### src/rtl/muxpipe_pkg.sv
// Shared definitions for the N-input pipelined selector.
//   state_t : occupancy of the output stage (EMPTY / ONE / TWO words held)
//   clog2   : index width for a channel count, never less than 1
package muxpipe_pkg;

  typedef enum logic [1:0] {
    EMPTY = 2'd0,
    ONE   = 2'd1,
    TWO   = 2'd2
  } state_t;

  function automatic int clog2(input int value);
    int w;
    w = 1;
    while ((1 << w) < value) w++;
    return w;
  endfunction

endpackage

### src/rtl/rr_arbiter.sv
// Round-robin grant among requesting channels.
//   req     : per-channel request
//   ptr     : highest-priority channel index for this cycle
//   gnt_idx : first requesting channel at or after ptr (wrapping N-1 -> 0)
//   gnt_vld : at least one channel is requesting
module rr_arbiter
  import muxpipe_pkg::*;
#(
  parameter int N    = 4,
  parameter int SELW = clog2(N)
) (
  input  logic [N-1:0]    req,
  input  logic [SELW-1:0] ptr,
  output logic [SELW-1:0] gnt_idx,
  output logic            gnt_vld
);

  logic [N-1:0]           at_or_after;
  logic [N-1:0]           upper_req;
  logic [N-1:0]           pick;
  logic [N-1:0]           lowest_oh;
  logic [SELW-1:0][N-1:0] enc_cols;

  genvar gi, gb;

  generate
    for (gi = 0; gi < N; gi++) begin : g_mask
      assign at_or_after[gi] = (SELW'(gi) >= ptr);
    end
  endgenerate

  // Requests at or above the pointer win; if there are none, wrap around
  // and take the lowest requester overall.
  assign upper_req = req & at_or_after;
  assign pick      = (|upper_req) ? upper_req : req;

  // Isolate the lowest set bit (two's complement trick).
  assign lowest_oh = pick & ((~pick) + N'(1));

  // One-hot to binary: index bit gb is the OR of channels whose index has bit gb set.
  generate
    for (gb = 0; gb < SELW; gb++) begin : g_enc
      for (gi = 0; gi < N; gi++) begin : g_ch
        if (((gi >> gb) & 1) == 1) begin : g_one
          assign enc_cols[gb][gi] = lowest_oh[gi];
        end else begin : g_zero
          assign enc_cols[gb][gi] = 1'b0;
        end
      end
      assign gnt_idx[gb] = |enc_cols[gb];
    end
  endgenerate

  assign gnt_vld = |req;

endmodule

### src/rtl/muxn_pipe.sv
// N-input, WIDTH-bit selector with a registered output and a 2-entry skid
// buffer behind a valid/ready handshake.
//   clk, rst_n          : clock (rising edge), asynchronous active-low reset
//   in_data/in_valid    : N channels, channel i at in_data[i*WIDTH +: WIDTH]
//   in_ready            : one-hot (or zero) ready towards the granted channel
//   sel                 : channel index in MODE 0 (ignored in MODE 1)
//   flush               : synchronous drop of all buffered words
//   out_data/out_src    : registered word and the channel it came from
//   out_valid/out_ready : downstream handshake
module muxn_pipe
  import muxpipe_pkg::*;
#(
  parameter  int WIDTH = 32,
  parameter  int N     = 4,
  parameter  int MODE  = 0,
  localparam int SELW  = clog2(N)
) (
  input  logic                 clk,
  input  logic                 rst_n,
  input  logic [N*WIDTH-1:0]   in_data,
  input  logic [N-1:0]         in_valid,
  output logic [N-1:0]         in_ready,
  input  logic [SELW-1:0]      sel,
  input  logic                 flush,
  output logic [WIDTH-1:0]     out_data,
  output logic [SELW-1:0]      out_src,
  output logic                 out_valid,
  input  logic                 out_ready
);

  state_t                 state_reg, state_next;
  logic [WIDTH-1:0]       m_data_reg, m_data_next;
  logic [SELW-1:0]        m_src_reg, m_src_next;
  logic [WIDTH-1:0]       s_data_reg, s_data_next;
  logic [SELW-1:0]        s_src_reg, s_src_next;
  logic [SELW-1:0]        ptr_reg, ptr_next;

  logic [SELW-1:0]        gnt_idx;
  logic                   gnt_vld;
  logic [N-1:0]           gnt_oh;
  logic [WIDTH-1:0]       gnt_data;
  logic [WIDTH-1:0][N-1:0] bit_cols;
  logic                   can_take;
  logic                   accept;
  logic                   pop;

  genvar gi, gb;

  // ---------------- grant ----------------
  generate
    if (MODE == 1) begin : g_rr
      rr_arbiter #(
        .N    (N),
        .SELW (SELW)
      ) u_arb (
        .req     (in_valid),
        .ptr     (ptr_reg),
        .gnt_idx (gnt_idx),
        .gnt_vld (gnt_vld)
      );
    end else begin : g_ext
      // Compare against every legal index so an out-of-range sel simply
      // matches nothing and never indexes past the channel vector.
      logic [N-1:0] sel_hit;
      for (gi = 0; gi < N; gi++) begin : g_hit
        assign sel_hit[gi] = in_valid[gi] && (sel == SELW'(gi));
      end
      assign gnt_idx = sel;
      assign gnt_vld = |sel_hit;
    end
  endgenerate

  generate
    for (gi = 0; gi < N; gi++) begin : g_oh
      assign gnt_oh[gi] = gnt_vld && (gnt_idx == SELW'(gi));
    end
  endgenerate

  // Ready is also held low while reset is asserted so no handshake can
  // complete against a stage that is being cleared.
  assign can_take = rst_n && (state_reg != TWO) && !flush;
  assign in_ready = can_take ? gnt_oh : '0;
  assign accept   = |(in_valid & in_ready);
  assign pop      = out_valid && out_ready;

  // AND-OR data mux: only the granted channel's bits reach gnt_data.
  generate
    for (gb = 0; gb < WIDTH; gb++) begin : g_bit
      for (gi = 0; gi < N; gi++) begin : g_ch
        assign bit_cols[gb][gi] = gnt_oh[gi] & in_data[gi*WIDTH + gb];
      end
      assign gnt_data[gb] = |bit_cols[gb];
    end
  endgenerate

  // ---------------- state register ----------------
  always_ff @(posedge clk or negedge rst_n) begin
    if (!rst_n) begin
      state_reg  <= EMPTY;
      m_data_reg <= '0;
      m_src_reg  <= '0;
      s_data_reg <= '0;
      s_src_reg  <= '0;
      ptr_reg    <= '0;
    end else begin
      state_reg  <= state_next;
      m_data_reg <= m_data_next;
      m_src_reg  <= m_src_next;
      s_data_reg <= s_data_next;
      s_src_reg  <= s_src_next;
      ptr_reg    <= ptr_next;
    end
  end

  // ---------------- next state ----------------
  always_comb begin
    state_next  = state_reg;
    m_data_next = m_data_reg;
    m_src_next  = m_src_reg;
    s_data_next = s_data_reg;
    s_src_next  = s_src_reg;
    ptr_next    = ptr_reg;

    if (flush) begin
      // Main register keeps its data; only occupancy is dropped.
      state_next  = EMPTY;
      s_data_next = '0;
      s_src_next  = '0;
    end else begin
      case (state_reg)
        EMPTY: begin
          if (accept) begin
            m_data_next = gnt_data;
            m_src_next  = gnt_idx;
            state_next  = ONE;
          end
        end
        ONE: begin
          if (accept && pop) begin
            m_data_next = gnt_data;
            m_src_next  = gnt_idx;
          end else if (accept) begin
            s_data_next = gnt_data;
            s_src_next  = gnt_idx;
            state_next  = TWO;
          end else if (pop) begin
            state_next  = EMPTY;
          end
        end
        TWO: begin
          if (pop) begin
            m_data_next = s_data_reg;
            m_src_next  = s_src_reg;
            s_data_next = '0;
            s_src_next  = '0;
            state_next  = ONE;
          end
        end
        default: state_next = EMPTY;
      endcase

      if (MODE == 1 && accept) begin
        ptr_next = (gnt_idx == SELW'(N - 1)) ? '0 : gnt_idx + SELW'(1);
      end
    end
  end

  assign out_valid = (state_reg != EMPTY);
  assign out_data  = m_data_reg;
  assign out_src   = m_src_reg;

endmodule
### config.mk
export PLATFORM = sky130hd
export DESIGN_NAME = muxn_pipe
export DESIGN_NICKNAME = d
export VERILOG_FILES = /design/src/rtl/muxpipe_pkg.sv /design/src/rtl/rr_arbiter.sv /design/src/rtl/muxn_pipe.sv
export SDC_FILE = /design/constraint.sdc
export NUM_CORES = 1
export LEC_CHECK = 0
export ABC_AREA = 1
export CAP_MARGIN = 20
export CELL_PAD_IN_SITES_DETAIL_PLACEMENT = 1
export CELL_PAD_IN_SITES_GLOBAL_PLACEMENT = 2
export CORE_MARGIN = 1
export CORE_UTILIZATION = 24
export DETAILED_ROUTE_END_ITERATION = 10
export GPL_ROUTABILITY_DRIVEN = 0
export PLACE_DENSITY_LB_ADDON = 0.15
export RECOVER_POWER = 100
export SYNTH_ARGS = -nofsm -noshare
export SYNTH_HDL_FRONTEND = slang
export SYNTH_SLANG_ARGS = --single-unit
### constraint.sdc
create_clock -name clk -period 1.8 [get_ports clk]
set_input_delay 0.18 -clock clk [delete_from_list [all_inputs] [get_ports clk]]
set_output_delay 0.18 -clock clk [all_outputs]
set_load 0.03 [all_outputs]
==> results.md <==
* DIE AREA at 21000 µm²
* Clk buf depth at 2
* Max_slew headroom at -0.0921
* Initial Util at 0.248
* Synth Register Bits at 70
* Crit-path max FO at 8
* Slew @ Worst Pin at 1640 ps
* Core area at 19800 µm²
* Via-to-Cell Ratio at 5.17
* Setup TNS at 0 ps
* Final hold vios at 0
* CTS H-tree lvls at 3
* PwrDens at 823 nW/µm²
* CP endpoint kind: register
* CTS tree: done
* Grt met1 use at 0.288
* Maximum vdd drop at 0.459 mV
* Hpwl dp at 15300 µm
* Finished Cell Area at 7720 µm²
* Die W at 145 µm
* Worst Hold Class: in -> reg
* Row Count at 51
* Syn_nets at 870
* Nets at 1039
* Synth-to-layout area growth at 57.3%
* Global-route usage over all layers at 0.199
* Pleak at 3.65 nW
* Reg clk slew, reported paths at 60 ps
* Post-route clock period utilization at 0.990
* Avg WL per Cell at 19.2 µm
* Share of cells above drive strength 1 at 0.115
* Number of global-route vias before repair at 5962
* First-pass GRT wire length at 33500 µm
* CP Launch Type: register
* Worst hold slack at 370 ps
* Final design utilization at 0.390
* Main synth FF type: dfrtp_1
* Synth top cells by count: nand2_1, nand4_1, dfrtp_1
* Largest net degree at the start of global routing at 71
* Via count at 6048
* Fmax at 0.561 GHz
* WP data required at 2020 ps
* IO Port Bufs at 176
* Antenna diodes at 0
* Final Critical Period at 1780 ps
* Final setup viols at 0
* Yosys top cell by area: dfrtp_1
* Clock sinks at 70
* 1st-pass router iterations at 4
* DRC at 0
* Asr flop ratio synth at 1.00
* Slew Viols, Final at 71
* Post-placement cell area at 7110 µm²
* Grt ovf at 0
* Post-Syn Area per Cell at 6.71 µm²
* Die height at 145 µm
* Number of flops mapped to enable cells by yosys at 0
* Synth Cell Area at 4910 µm²
* Seq/Total Area, Yosys at 0.357
* Grt met3 use at 0.0299
* Post-Route WL at 22500 µm
* Max Clock Skew at 6.04 ps
* Met2 Track Usage GR at 0.305
* Critical Path AT at 2000 ps
* Layer carrying the most global-route usage: met2
* Count leader, synth: nand2_1
* RSZ-0062 raised after global routing: true
* Initial antenna violation count at 0
* Top cell type's share of synthesized area at 0.357
* IO Count at 177
* Maxcap violations at 1
* Root buffer cell: clkbuf_16
* Cells after synthesis at 732
* Netlist cell types at 24
* CP Class: reg -> reg
* Fillers at 2416
* CTS Buf Count at 9
* Starting DRT DRC Count at 249
* Failing checks: max-capacitance violations, max-slew violations
* Status: finished, violations left
* Synth warn at 0
* Largest cells by area after synthesis: dfrtp_1, nand2_1, nand4_1
* Clock latency on the worst-skew pair at 340 ps
* Final ANT Viol Nets at 0
## critical path, stage by stage, from the launching register on
cell and delay [ps]:
dfrtp_1 370, inv_2 80, nand2_4 60, nand2_2 70
nor2_4 180, o21ai_2 120, nand2_4 120, nand2_4 70
nand2_4 100, nand3_4 130, clkbuf_16 220, nand2_1 80
nand2_1 60
## logic make-up (layout without fill, tap and decap cells)
family                 count (synthesis)  in the layout  share of synthesized area
DFF                                   70             70                      0.357
buffers and inverters                 92            261                     0.0843
AOI/OAI and AO/OA                     39             39                     0.0433
and+or+nand+nor                      531            535                      0.516
## layer usage
metal | wire [µm] | share of wire | vias to the layer above
met5 | 0 | 0 | -
met4 | 360 | 0.016 | 0
met3 | 1180 | 0.053 | 23
met2 | 10200 | 0.45 | 201
met1 | 10800 | 0.48 | 2933
li1 | - | - | 2891
## per-stage QoR
step / worst slack [ps] / total power, mW / cells
2_1_floorplan: 167 / 3.31 / 732
3_3_place_gp: -142 / 4.51 / 1133
3_5_place_dp: -205 / 4.58 / 1133
4_1_cts: 22.0 / 6.35 / 1149
5_1_grt: -64.7 / 6.66 / 1170
6_report: 17.8 / 6.35 / 1170
## cell usage in the layout, fill, tap and decap left out, drive strengths merged, types with 4 or more instances in the layout
| master | n |
|---|---|
| buf | 56 |
| clkbuf | 16 |
| clkdlybuf4s50 | 134 |
| clkinv | 4 |
| dfrtp | 70 |
| dlygate4sd3 | 34 |
| inv | 15 |
| nand2 | 253 |
| nand3 | 69 |
| nand4 | 132 |
| nor2 | 42 |
| nor3 | 37 |
| o21ai | 37 |
## final cells by class
cell class / count / area [µm²] / share of cell area
clock inverter: 5 / 50.0 / 0.00648
timing repair buffer: 231 / 2460 / 0.318
multi-input combinational: 574 / 2840 / 0.368
tap: 265 / 332 / 0.0429
inverter: 15 / 56.3 / 0.00729
clock buffer: 10 / 239 / 0.0309
sequential: 70 / 1750 / 0.227
## final timing paths
check                                        endpoint  cells after the start                startpoint  slack [ps]
min in group asynchronous    out_data[27]$_DFFE_PN0P_                      2                     rst_n         390
max in group asynchronous    out_data[13]$_DFFE_PN0P_                      2                     rst_n         410
max                        s_data_reg[10]$_DFFE_PN0P_                     12  state_reg[0]$_DFFE_PN0P_          20
max reg2reg                s_data_reg[10]$_DFFE_PN0P_                     12  state_reg[0]$_DFFE_PN0P_          20
min                          s_src_reg[0]$_DFFE_PN0P_                      5                    sel[0]         370
min reg2reg                   out_data[8]$_DFFE_PN0P_                      2   out_data[8]$_DFFE_PN0P_         460
## power by group
| part | switching, mW | internal (mW) | total [mW] |
|---|---|---|---|
| logic | 1.47 | 1.03 | 2.49 |
| registers | 0.198 | 1.90 | 2.10 |
| clock network | 0.671 | 1.09 | 1.76 |
| total | 2.33 | 4.02 | 6.35 |
## timing repair
| action | CTS | global route |
|---|---|---|
| gates resized for setup | 5 | 5 |
| endpoints found under the setup margin | 39 | 72 |
| pin swaps | 0 | 4 |
| cloned | 0 | 11 |
| setup buffers | 1 | 10 |
| hold buffers | 0 | 0 |
(Power assumes the default switching activity.)
